File: src/rtl/instr_fetch_queue_pkg.sv
// Shared types and defaults for the instruction fetch queue.
// A FIFO entry pairs the instruction with the address of the instruction after it.
package instr_fetch_queue_pkg;

    typedef struct packed {
        logic [31:0] pc_plus_four;
        logic [31:0] instr;
    } ifq_entry_t;

    localparam int          IFQ_DEPTH    = 4;
    localparam logic [31:0] IFQ_RESET_PC = 32'h0000_0000;

endpackage

File: src/rtl/instr_fetch_queue_if.sv
// Bundles the instruction-memory and dispatcher-facing signals of the fetch queue.
// The master side belongs to the fetch queue; the slave side is the memory plus dispatcher.
interface instr_fetch_queue_if;

    logic        imem_req;
    logic [31:0] imem_addr;
    logic [31:0] imem_rdata;
    logic        dispatch_ren;
    logic        dispatch_jump_branch;
    logic [31:0] dispatch_jmp_branch_addr;
    logic [31:0] ifetch_instruction;
    logic [31:0] ifetch_pc_plus_four;
    logic        ifetch_empty_flag;
    logic        ifq_full;

    modport master (
        output imem_req, imem_addr, ifetch_instruction, ifetch_pc_plus_four,
               ifetch_empty_flag, ifq_full,
        input  imem_rdata, dispatch_ren, dispatch_jump_branch, dispatch_jmp_branch_addr
    );

    modport slave (
        input  imem_req, imem_addr, ifetch_instruction, ifetch_pc_plus_four,
               ifetch_empty_flag, ifq_full,
        output imem_rdata, dispatch_ren, dispatch_jump_branch, dispatch_jmp_branch_addr
    );

endinterface

File: src/rtl/instr_fetch_queue_fifo_mem.sv
// Register-array storage for the fetch queue; the head entry is read combinationally
// so the dispatcher sees a newly written entry in the cycle right after the write.
module ifq_fifo_mem
    import instr_fetch_queue_pkg::*;
#(
    parameter int DEPTH = IFQ_DEPTH,
    localparam int AW   = $clog2(DEPTH)
) (
    input  logic          clk,
    input  logic          clr,
    input  logic          we,
    input  logic [AW-1:0] wr_addr,
    input  ifq_entry_t    wr_data,
    input  logic [AW-1:0] rd_addr,
    output ifq_entry_t    head
);

    ifq_entry_t mem_reg [DEPTH];

    always_ff @(posedge clk) begin
        if (clr) begin
            for (int i = 0; i < DEPTH; i++) begin
                mem_reg[i] <= '0;
            end
        end else if (we) begin
            mem_reg[wr_addr] <= wr_data;
        end
    end

    assign head = mem_reg[rd_addr];

endmodule

File: src/rtl/instr_fetch_queue.sv
// Sequential instruction fetch with a small {PC+4, instruction} FIFO toward the dispatcher.
// A jump/branch from the dispatcher flushes buffered and in-flight work and redirects fetch.
module instr_fetch_queue
    import instr_fetch_queue_pkg::*;
#(
    parameter int          DEPTH    = IFQ_DEPTH,
    parameter logic [31:0] RESET_PC = IFQ_RESET_PC
) (
    input  logic                clk,
    input  logic                rst,
    instr_fetch_queue_if.master bus
);

    localparam int            AW      = $clog2(DEPTH);
    localparam logic [AW+1:0] DEPTH_W = (AW+2)'(DEPTH);

    logic [AW:0]  rd_ptr_reg;
    logic [AW:0]  wr_ptr_reg;
    logic [31:0]  fetch_pc_reg;
    logic [31:0]  pend_pc_reg;
    logic         pend_valid_reg;

    logic [AW:0]  count;
    logic [AW+1:0] occupancy;
    logic         empty;
    logic         full;
    logic         req;
    logic         wr_en;
    logic         pop;
    logic         clr;
    ifq_entry_t   wr_data;
    ifq_entry_t   head;

    assign count     = wr_ptr_reg - rd_ptr_reg;
    assign empty     = (rd_ptr_reg == wr_ptr_reg);
    assign full      = (rd_ptr_reg[AW] != wr_ptr_reg[AW]) &&
                       (rd_ptr_reg[AW-1:0] == wr_ptr_reg[AW-1:0]);

    // The outstanding read already owns a slot; a same-cycle pop earns no credit.
    assign occupancy = {1'b0, count} + {{(AW+1){1'b0}}, pend_valid_reg};
    assign req       = !rst && !bus.dispatch_jump_branch && (occupancy < DEPTH_W);

    assign wr_en     = pend_valid_reg && !full && !clr;
    assign pop       = bus.dispatch_ren && !empty;
    assign clr       = rst || bus.dispatch_jump_branch;
    assign wr_data   = '{pc_plus_four: pend_pc_reg + 32'd4, instr: bus.imem_rdata};

    ifq_fifo_mem #(.DEPTH(DEPTH)) u_mem (
        .clk     (clk),
        .clr     (clr),
        .we      (wr_en),
        .wr_addr (wr_ptr_reg[AW-1:0]),
        .wr_data (wr_data),
        .rd_addr (rd_ptr_reg[AW-1:0]),
        .head    (head)
    );

    always_ff @(posedge clk) begin
        if (rst) begin
            rd_ptr_reg     <= '0;
            wr_ptr_reg     <= '0;
            pend_valid_reg <= 1'b0;
            pend_pc_reg    <= '0;
            fetch_pc_reg   <= RESET_PC;
        end else if (bus.dispatch_jump_branch) begin
            // Data returning next cycle belongs to a killed request.
            rd_ptr_reg     <= '0;
            wr_ptr_reg     <= '0;
            pend_valid_reg <= 1'b0;
            fetch_pc_reg   <= bus.dispatch_jmp_branch_addr;
        end else begin
            assert (!(pend_valid_reg && full));
            if (wr_en) begin
                wr_ptr_reg <= wr_ptr_reg + 1'b1;
            end
            if (pop) begin
                rd_ptr_reg <= rd_ptr_reg + 1'b1;
            end
            pend_valid_reg <= req;
            if (req) begin
                pend_pc_reg  <= fetch_pc_reg;
                fetch_pc_reg <= fetch_pc_reg + 32'd4;
            end
        end
    end

    assign bus.imem_req            = req;
    assign bus.imem_addr           = fetch_pc_reg;
    assign bus.ifetch_instruction  = empty ? 32'd0 : head.instr;
    assign bus.ifetch_pc_plus_four = empty ? 32'd0 : head.pc_plus_four;
    assign bus.ifetch_empty_flag   = empty;
    assign bus.ifq_full            = full;

endmodule

File: src/flat_wrapper.sv
// flat-port wrapper written by rule: the top's interface ports become plain ports
module instr_fetch_queue_flat import instr_fetch_queue_pkg::*;
#(
    parameter int          DEPTH    = IFQ_DEPTH,
    parameter logic [31:0] RESET_PC = IFQ_RESET_PC
)
  (clk, rst, bus_imem_req, bus_imem_addr, bus_ifetch_instruction, bus_ifetch_pc_plus_four, bus_ifetch_empty_flag, bus_ifq_full, bus_imem_rdata, bus_dispatch_ren, bus_dispatch_jump_branch, bus_dispatch_jmp_branch_addr);
  instr_fetch_queue_if bus_i ();
  input  logic clk;
  input  logic rst;
  output wire logic [$bits(bus_i.imem_req)-1:0] bus_imem_req;
  output wire logic [$bits(bus_i.imem_addr)-1:0] bus_imem_addr;
  output wire logic [$bits(bus_i.ifetch_instruction)-1:0] bus_ifetch_instruction;
  output wire logic [$bits(bus_i.ifetch_pc_plus_four)-1:0] bus_ifetch_pc_plus_four;
  output wire logic [$bits(bus_i.ifetch_empty_flag)-1:0] bus_ifetch_empty_flag;
  output wire logic [$bits(bus_i.ifq_full)-1:0] bus_ifq_full;
  input wire logic [$bits(bus_i.imem_rdata)-1:0] bus_imem_rdata;
  input wire logic [$bits(bus_i.dispatch_ren)-1:0] bus_dispatch_ren;
  input wire logic [$bits(bus_i.dispatch_jump_branch)-1:0] bus_dispatch_jump_branch;
  input wire logic [$bits(bus_i.dispatch_jmp_branch_addr)-1:0] bus_dispatch_jmp_branch_addr;
  assign bus_imem_req = bus_i.imem_req;
  assign bus_imem_addr = bus_i.imem_addr;
  assign bus_ifetch_instruction = bus_i.ifetch_instruction;
  assign bus_ifetch_pc_plus_four = bus_i.ifetch_pc_plus_four;
  assign bus_ifetch_empty_flag = bus_i.ifetch_empty_flag;
  assign bus_ifq_full = bus_i.ifq_full;
  assign bus_i.imem_rdata = bus_imem_rdata;
  assign bus_i.dispatch_ren = bus_dispatch_ren;
  assign bus_i.dispatch_jump_branch = bus_dispatch_jump_branch;
  assign bus_i.dispatch_jmp_branch_addr = bus_dispatch_jmp_branch_addr;
  instr_fetch_queue #(.DEPTH(DEPTH), .RESET_PC(RESET_PC)) u_core (.clk(clk), .rst(rst), .bus(bus_i));
endmodule
File: config.mk
export PLATFORM = sky130hd
export DESIGN_NAME = instr_fetch_queue_flat
export DESIGN_NICKNAME = d
export VERILOG_FILES = /design/src/rtl/instr_fetch_queue_pkg.sv /design/src/rtl/instr_fetch_queue_if.sv /design/src/rtl/instr_fetch_queue_fifo_mem.sv /design/src/rtl/instr_fetch_queue.sv /design/src/flat_wrapper.sv
export SDC_FILE = /design/constraint.sdc
export NUM_CORES = 1
export LEC_CHECK = 0
export ABC_CLOCK_PERIOD_IN_PS = 7600
export CAP_MARGIN = 0
export CORE_MARGIN = 3
export CORE_UTILIZATION = 40
export DETAILED_ROUTE_END_ITERATION = 12
export GPL_TIMING_DRIVEN = 0
export PLACE_DENSITY_LB_ADDON = 0.1
export SYNTH_ARGS = -nofsm -noshare
export SYNTH_HDL_FRONTEND = slang
export SYNTH_HIERARCHICAL = 1
export SYNTH_SLANG_ARGS = --single-unit
File: constraint.sdc
create_clock -name clk -period 7.6 [get_ports clk]
set_input_delay 1.9 -clock clk [delete_from_list [all_inputs] [get_ports clk]]
set_output_delay 1.9 -clock clk [all_outputs]
set_load 0.01 [all_outputs]
After elaboration in Yosys (flattened, before gate mapping)
Memory sizes are Yosys's and may differ from the RTL's. A register that Yosys moved wholly into a read port is not among the register bits.
Index checks and enable logic that the tools add are counted.
{ "word_totals": {"reg_bits": 71, "latchBits": 0, "ram_bits": 256, "mem_bits_ro": 0, "inputBits": 68, "out_inout_bits": 99, "wordCells": 47, "mem_count": 1} }
{ "classes": {"add_sub_neg": 6, "multipliers": 0, "div_mod_pow": 0, "order_cmp": 1, "eq_ne": 3, "n_shift": 0, "muxes": 14, "bitwise_logic": 1, "n_reduce_logical": 16} }
{ "memory_table": {"columns": ["name", "words", "word_bits", "read_ports", "rd_ports_with_merged_regs", "wr", "line_no", "text"], "rows": [
  ["u_core.u_mem.mem_reg", 4, 64, 1, 1, 4, "instr_fetch_queue_fifo_mem.sv:18", "ifq_entry_t mem_reg [DEPTH];"]
]} }
{ "op_table": {"columns": ["cell", "n"], "rows": [
  ["two-way mux 32 bit", 4],
  ["adder 32 x 3 -> 32 bit, second input constant", 2],
  ["two-way mux 64 bit", 1],
  ["OR reduction 64 bit", 1],
  ["adder 3 x 1 -> 3 bit, second input constant", 2],
  ["logical AND 1 bit", 6],
  ["two-way mux 1 bit", 6],
  ["two-way mux 2 bit", 3],
  ["logical NOT 1 bit", 5],
  ["adder 3 x 1 -> 4 bit", 1],
  ["< comparator 4 x 3 -> 1 bit, second input constant", 1],
  ["equality test 3 bit", 1],
  ["subtractor 3 bit", 1],
  ["equality test 2 bit", 1],
  ["AND reduction 2 bit", 1],
  ["nonzero test 2 bit", 1],
  ["OR reduction 2 bit", 1],
  ["logical OR 1 bit", 1],
  ["inequality test 1 bit", 1],
  ["NOT 1 bit", 1]
]} }

Longest topological paths before layout
{ "depth": {"depth_word": 10, "mapped_depth": 10, "depth_no_buf": 8} }

Hierarchy
The synthesis kept the hierarchy.
{ "modules_own_cells": {"columns": ["module", "n_inst", "cells_each", "area_per_inst_um2", "seq_area_each_um2"], "rows": [
  ["ifq_fifo_mem", 1, 627, 11074.4, 7687.4],
  ["instr_fetch_queue", 1, 546, 4290.4, 1421.4]
]} }

Least setup slack after synthesis
OpenSTA, ideal clock, no wires.
{ "synth_path": {"path_type": "in2reg", "from": "input bus_dispatch_jump_branch", "to": "memory u_core/u_mem/mem_reg[0][0] in the netlist's numbering (enable)", "setup_ns": 0.499, "arrival_time_ns": 5.757, "t_required_ns": 7.101, "setup_slack_ns": 1.344, "path_stages": 5, "path_buffers": 1, "path_cell_list": "or2_1 > clkbuf_1 > nor2_1 > nand2b_1 > o21bai_1"} }
{ "synth_lines": {"columns": ["item", "line_no", "text"], "rows": [
  ["from (decl)", "flat_wrapper.sv:19", "input wire logic [$bits(bus_i.dispatch_jump_branch)-1:0] bus_dispatch_jump_branch;"],
  ["to (decl)", "instr_fetch_queue_fifo_mem.sv:18", null]
]} }

Worst setup path in the final report
{ "layout_path": {"from": "input bus_dispatch_jump_branch", "to": "output bus_imem_req"} }
{ "layout_via": {"elab_chain_len": 3} }
{ "layout_lines": {"columns": ["item", "line_no", "text"], "rows": [
  ["logical NOT 1 bit", "instr_fetch_queue.sv:41", "assign req = !rst && !bus.dispatch_jump_branch && (occupancy < DEPTH_W);"],
  ["logical AND 1 bit (2 in series)", "instr_fetch_queue.sv:41", null],
  ["to (decl)", "flat_wrapper.sv:11", "output wire logic [$bits(bus_i.imem_req)-1:0] bus_imem_req;"]
]} }
No other way between the ends.

==> results by group <==
Status
  – Status: finished, final reports clean

Critical path
  – CP cell instances: clkdlybuf4s50_1 -> or2_1 -> clkbuf_1 -> or3_1 -> clkbuf_1 -> inv_2 -> buf_2 -> clkdlybuf4s50_1
  – CP delay by family, top: buffers and inverters
  – Crit path largest cell delay: 0.63 ns
  – Worst-path fanout max: 16
  – Worst path slowest cell: clkdlybuf4s50_1
  – CP Class: input pin to primary output
  – Buf/Inv on CP: 6
  – Critical Path RT: 5.70 ns
  – CP Data Arrival Time: 4.86 ns
  – Crit path capture type: primary output
  – Setup crit start kind: input pin

STA
  – Crit path time final: 6.76 ns
  – Relative slew slack: 29.6%
  – RSZ-0062 raised after global routing: false
  – Final Hold Viols: 0
  – Max frequency: 148 MHz
  – Fin. max-slew vios: 0
  – Setup violators final: 0
  – Setup Skew: 0.0155 ns
  – Tcrit/Tclk final: 89.0%
  – Tightest Pin Transition: 1.05 ns

Finish
  – Highest-count cells in the layout ignoring fill and taps: edfxtp_1 (256), and2_1 (235), clkdlybuf4s50_1 (166), nand2_1 (90), dfxtp_1 (71)
  – Layout cells sized above 1: 14.1%
  – Layout net count: 1460
  – Largest register FFs: 256
  – Antenna Cells: 0
  – Layout area overhead: 23.9%
  – Commonest non-fill, non-tap cell in the layout: edfxtp_1
  – Non-filler cells, final: 1922

Pwr
  – Clock share of power: 42.0%
  – Int Power: 3.14 mW
  – Power consumption: 3.99 mW
  – Leakage power: 6.90 nW
  – Comb power frac: 6.8%
  – P_sw: 0.852 mW
  – Max rail drop VDD: 0.170 mV
  – Pwr per Cell Area: 210 mW/mm^2
  – Share of power burned in registers: 51.2%
  – Sw Share: 21.4%

Floorplanning
  – Die Y: 202 um
  – Core Area: 0.0378 sq mm
  – Die area: 0.0408 sq mm
  – Die Span X: 202 um
  – Initial Util: 40.7%
  – FP Rows: 71
  – # IOs: 167

Place
  – Gpl congestion: 0.805
  – Post-detail-place hpwl: 25.8 mm
  – Placed cells: 1858
  – Port Buffer Count: 166

Logic synthesis
  – Yosys cell types: 57
  – Post-synth top area share: 50.0%
  – Yosys warning count: 6
  – Sequential share of the synthesized area: 59.3%
  – Post-synth ARST share: 0%
  – Synth top area cells: edfxtp_1 (50%), and2_1 (9.6%), mux4_2 (9.4%), dfxtp_1 (9.3%), nor2b_1 (2.6%)
  – Synthesized instance count: 1173
  – Ys flop type: edfxtp_1
  – Netlist Area Pre-Place: 0.0154 sq mm
  – Seq cells post-synth: 327
  – Dominant cell type by area after synthesis: edfxtp_1
  – EDFF count, synth: 256
  – Syn_nets: 1248
  – Syn_area_per_cell: 13.1 sq um

Hold path
  – Hold crit path type: flop to flop

Clock network
  – H-Tree Depth: 2
  – CTS max path bufs: 3
  – Num CTS Buffers: 36
  – Clock Root Buffer: clkbuf_16
  – Worst skew pair latency: 0.51 ns
  – Cts hold-fix bufs: 0
  – Post-CTS setup repair buffer count: 0
  – Clk slew on worst S/H paths: 0.06 ns
  – Clock sinks: 327
  – CTS tree: done
  – Resize count post-CTS: 0

Drt
  – DR WL/cell: 19.9 um
  – Initial DRC Count: 590
  – WL final: 38.2 mm
  – Post-route DRC: 0
  – Vias per cell: 5.01
  – Post-route ant nets: 0
  – Vias post-DR: 9628
  – Drt pass-1 iters: 4

Global routing
  – First-pass GRT wire length: 59.3 mm
  – GRT Total Usage: 18.7%
  – Vias in the first global route: 10100
  – Largest net degree at the start of global routing: 42
  – Antenna violations before repair: 0
  – Grt ovf: 0

Flow run
  – Total of max-cap violations: 0
Yosys cell counts, drive strengths merged, types with 2 or more instances:
cell	number
and4bb	2
o21bai	3
nand2b	4
edfxtp	256
and4	9
xor2	20
a21oi	40
inv	15
xnor2	40
mux4	64
a211oi	20
nand4	16
a311oi	2
o22ai	3
or2	2
and2	256
nor4b	2
nor3	10
dfxtp	71
nor4	9
mux2i	4
nand3	18
nor2	44
ha	6
nand2	90
o21ai	2
and3	10
dlygate4sd1	2
buf	25
or3	6
nor2b	64
clkbuf	46
a31o	2
per-stage QoR:
step	TNS, ns	setup WS, ns	util, %	hold WS, ns	cell area, sq um
after CTS	0	0.820	50.4	0.469	19000
after global routing	0	0.640	50.4	0.489	19000
after floorplan	0	1.34	-	0.436	15400
after global placement	-270.95	-2.12	46.8	0.451	17700
final	0	0.836	50.4	0.465	19000
after detailed placement	0	0.829	47.4	0.461	17900
kinds of logic (layout without fill, tap and decap cells):
group                    count (synthesis)  after routing  synth area share [%]
AND/OR/NAND/NOR                        546            546                  20.8
XOR/XNOR                                61             61                  3.58
flip-flops                             327            327                  59.3
buffers and inverters                   90            328                  3.09
adder cells (fa/ha/maj)                  7              7                 0.619
multiplexers                            68             68                  9.64
AO/OA/AOI/OAI                           74             74                  2.98
area by class of cell:
cell class	count	area [sq um]
inverter	16	60.1
sequential	327	9110
clock inverter	14	136
tap	511	639
clock buffer	50	985
fill	3387	18700
multi-input combinational	756	5820
buffer	74	415
timing repair buffer	174	1870
power by group through the flow:
stage	combinational [mW]	sequential, mW	clock [mW]
after floorplan	0.126	2.07	0
after global placement	0.259	2.09	0
after detailed placement	0.275	2.08	0
after CTS	0.277	2.05	1.72
after global routing	0.294	2.05	1.79
final	0.271	2.04	1.68
worst paths after layout:
check,cells past startpoint,slack [ns],start,endpoint
worst min register to register,2,0.46,u_core/pend_pc_reg[30],u_core/pend_pc_reg[30]
worst min-delay path,2,0.46,u_core/pend_pc_reg[30],u_core/pend_pc_reg[30]
worst max-delay path,8,0.84,bus_dispatch_jump_branch,bus_imem_req
worst max register to register,9,4.10,u_core/wr_ptr_reg[0],u_core/pend_pc_reg[13]
worst reg2reg max path: stages, from the launching register on:
cell	delay (ns)
dfxtp_1	0.52
inv_1	0.14
ha_1	0.21
fa_1	0.44
nor3b_1	0.72
or3_1	0.20
clkbuf_1	0.42
clkbuf_1	0.47
nand2_1	0.12
a21oi_1	0.16
layer usage:
metal	up-vias	global-route usage (%)	part of all wire (%)
li1	4617	-	-
met5	-	0	0
met3	45	3.19	4.8
met4	0	4.06	1.8
met2	213	31.3	49
met1	4753	25.9	45
Power figures use the tool's default switching activity.
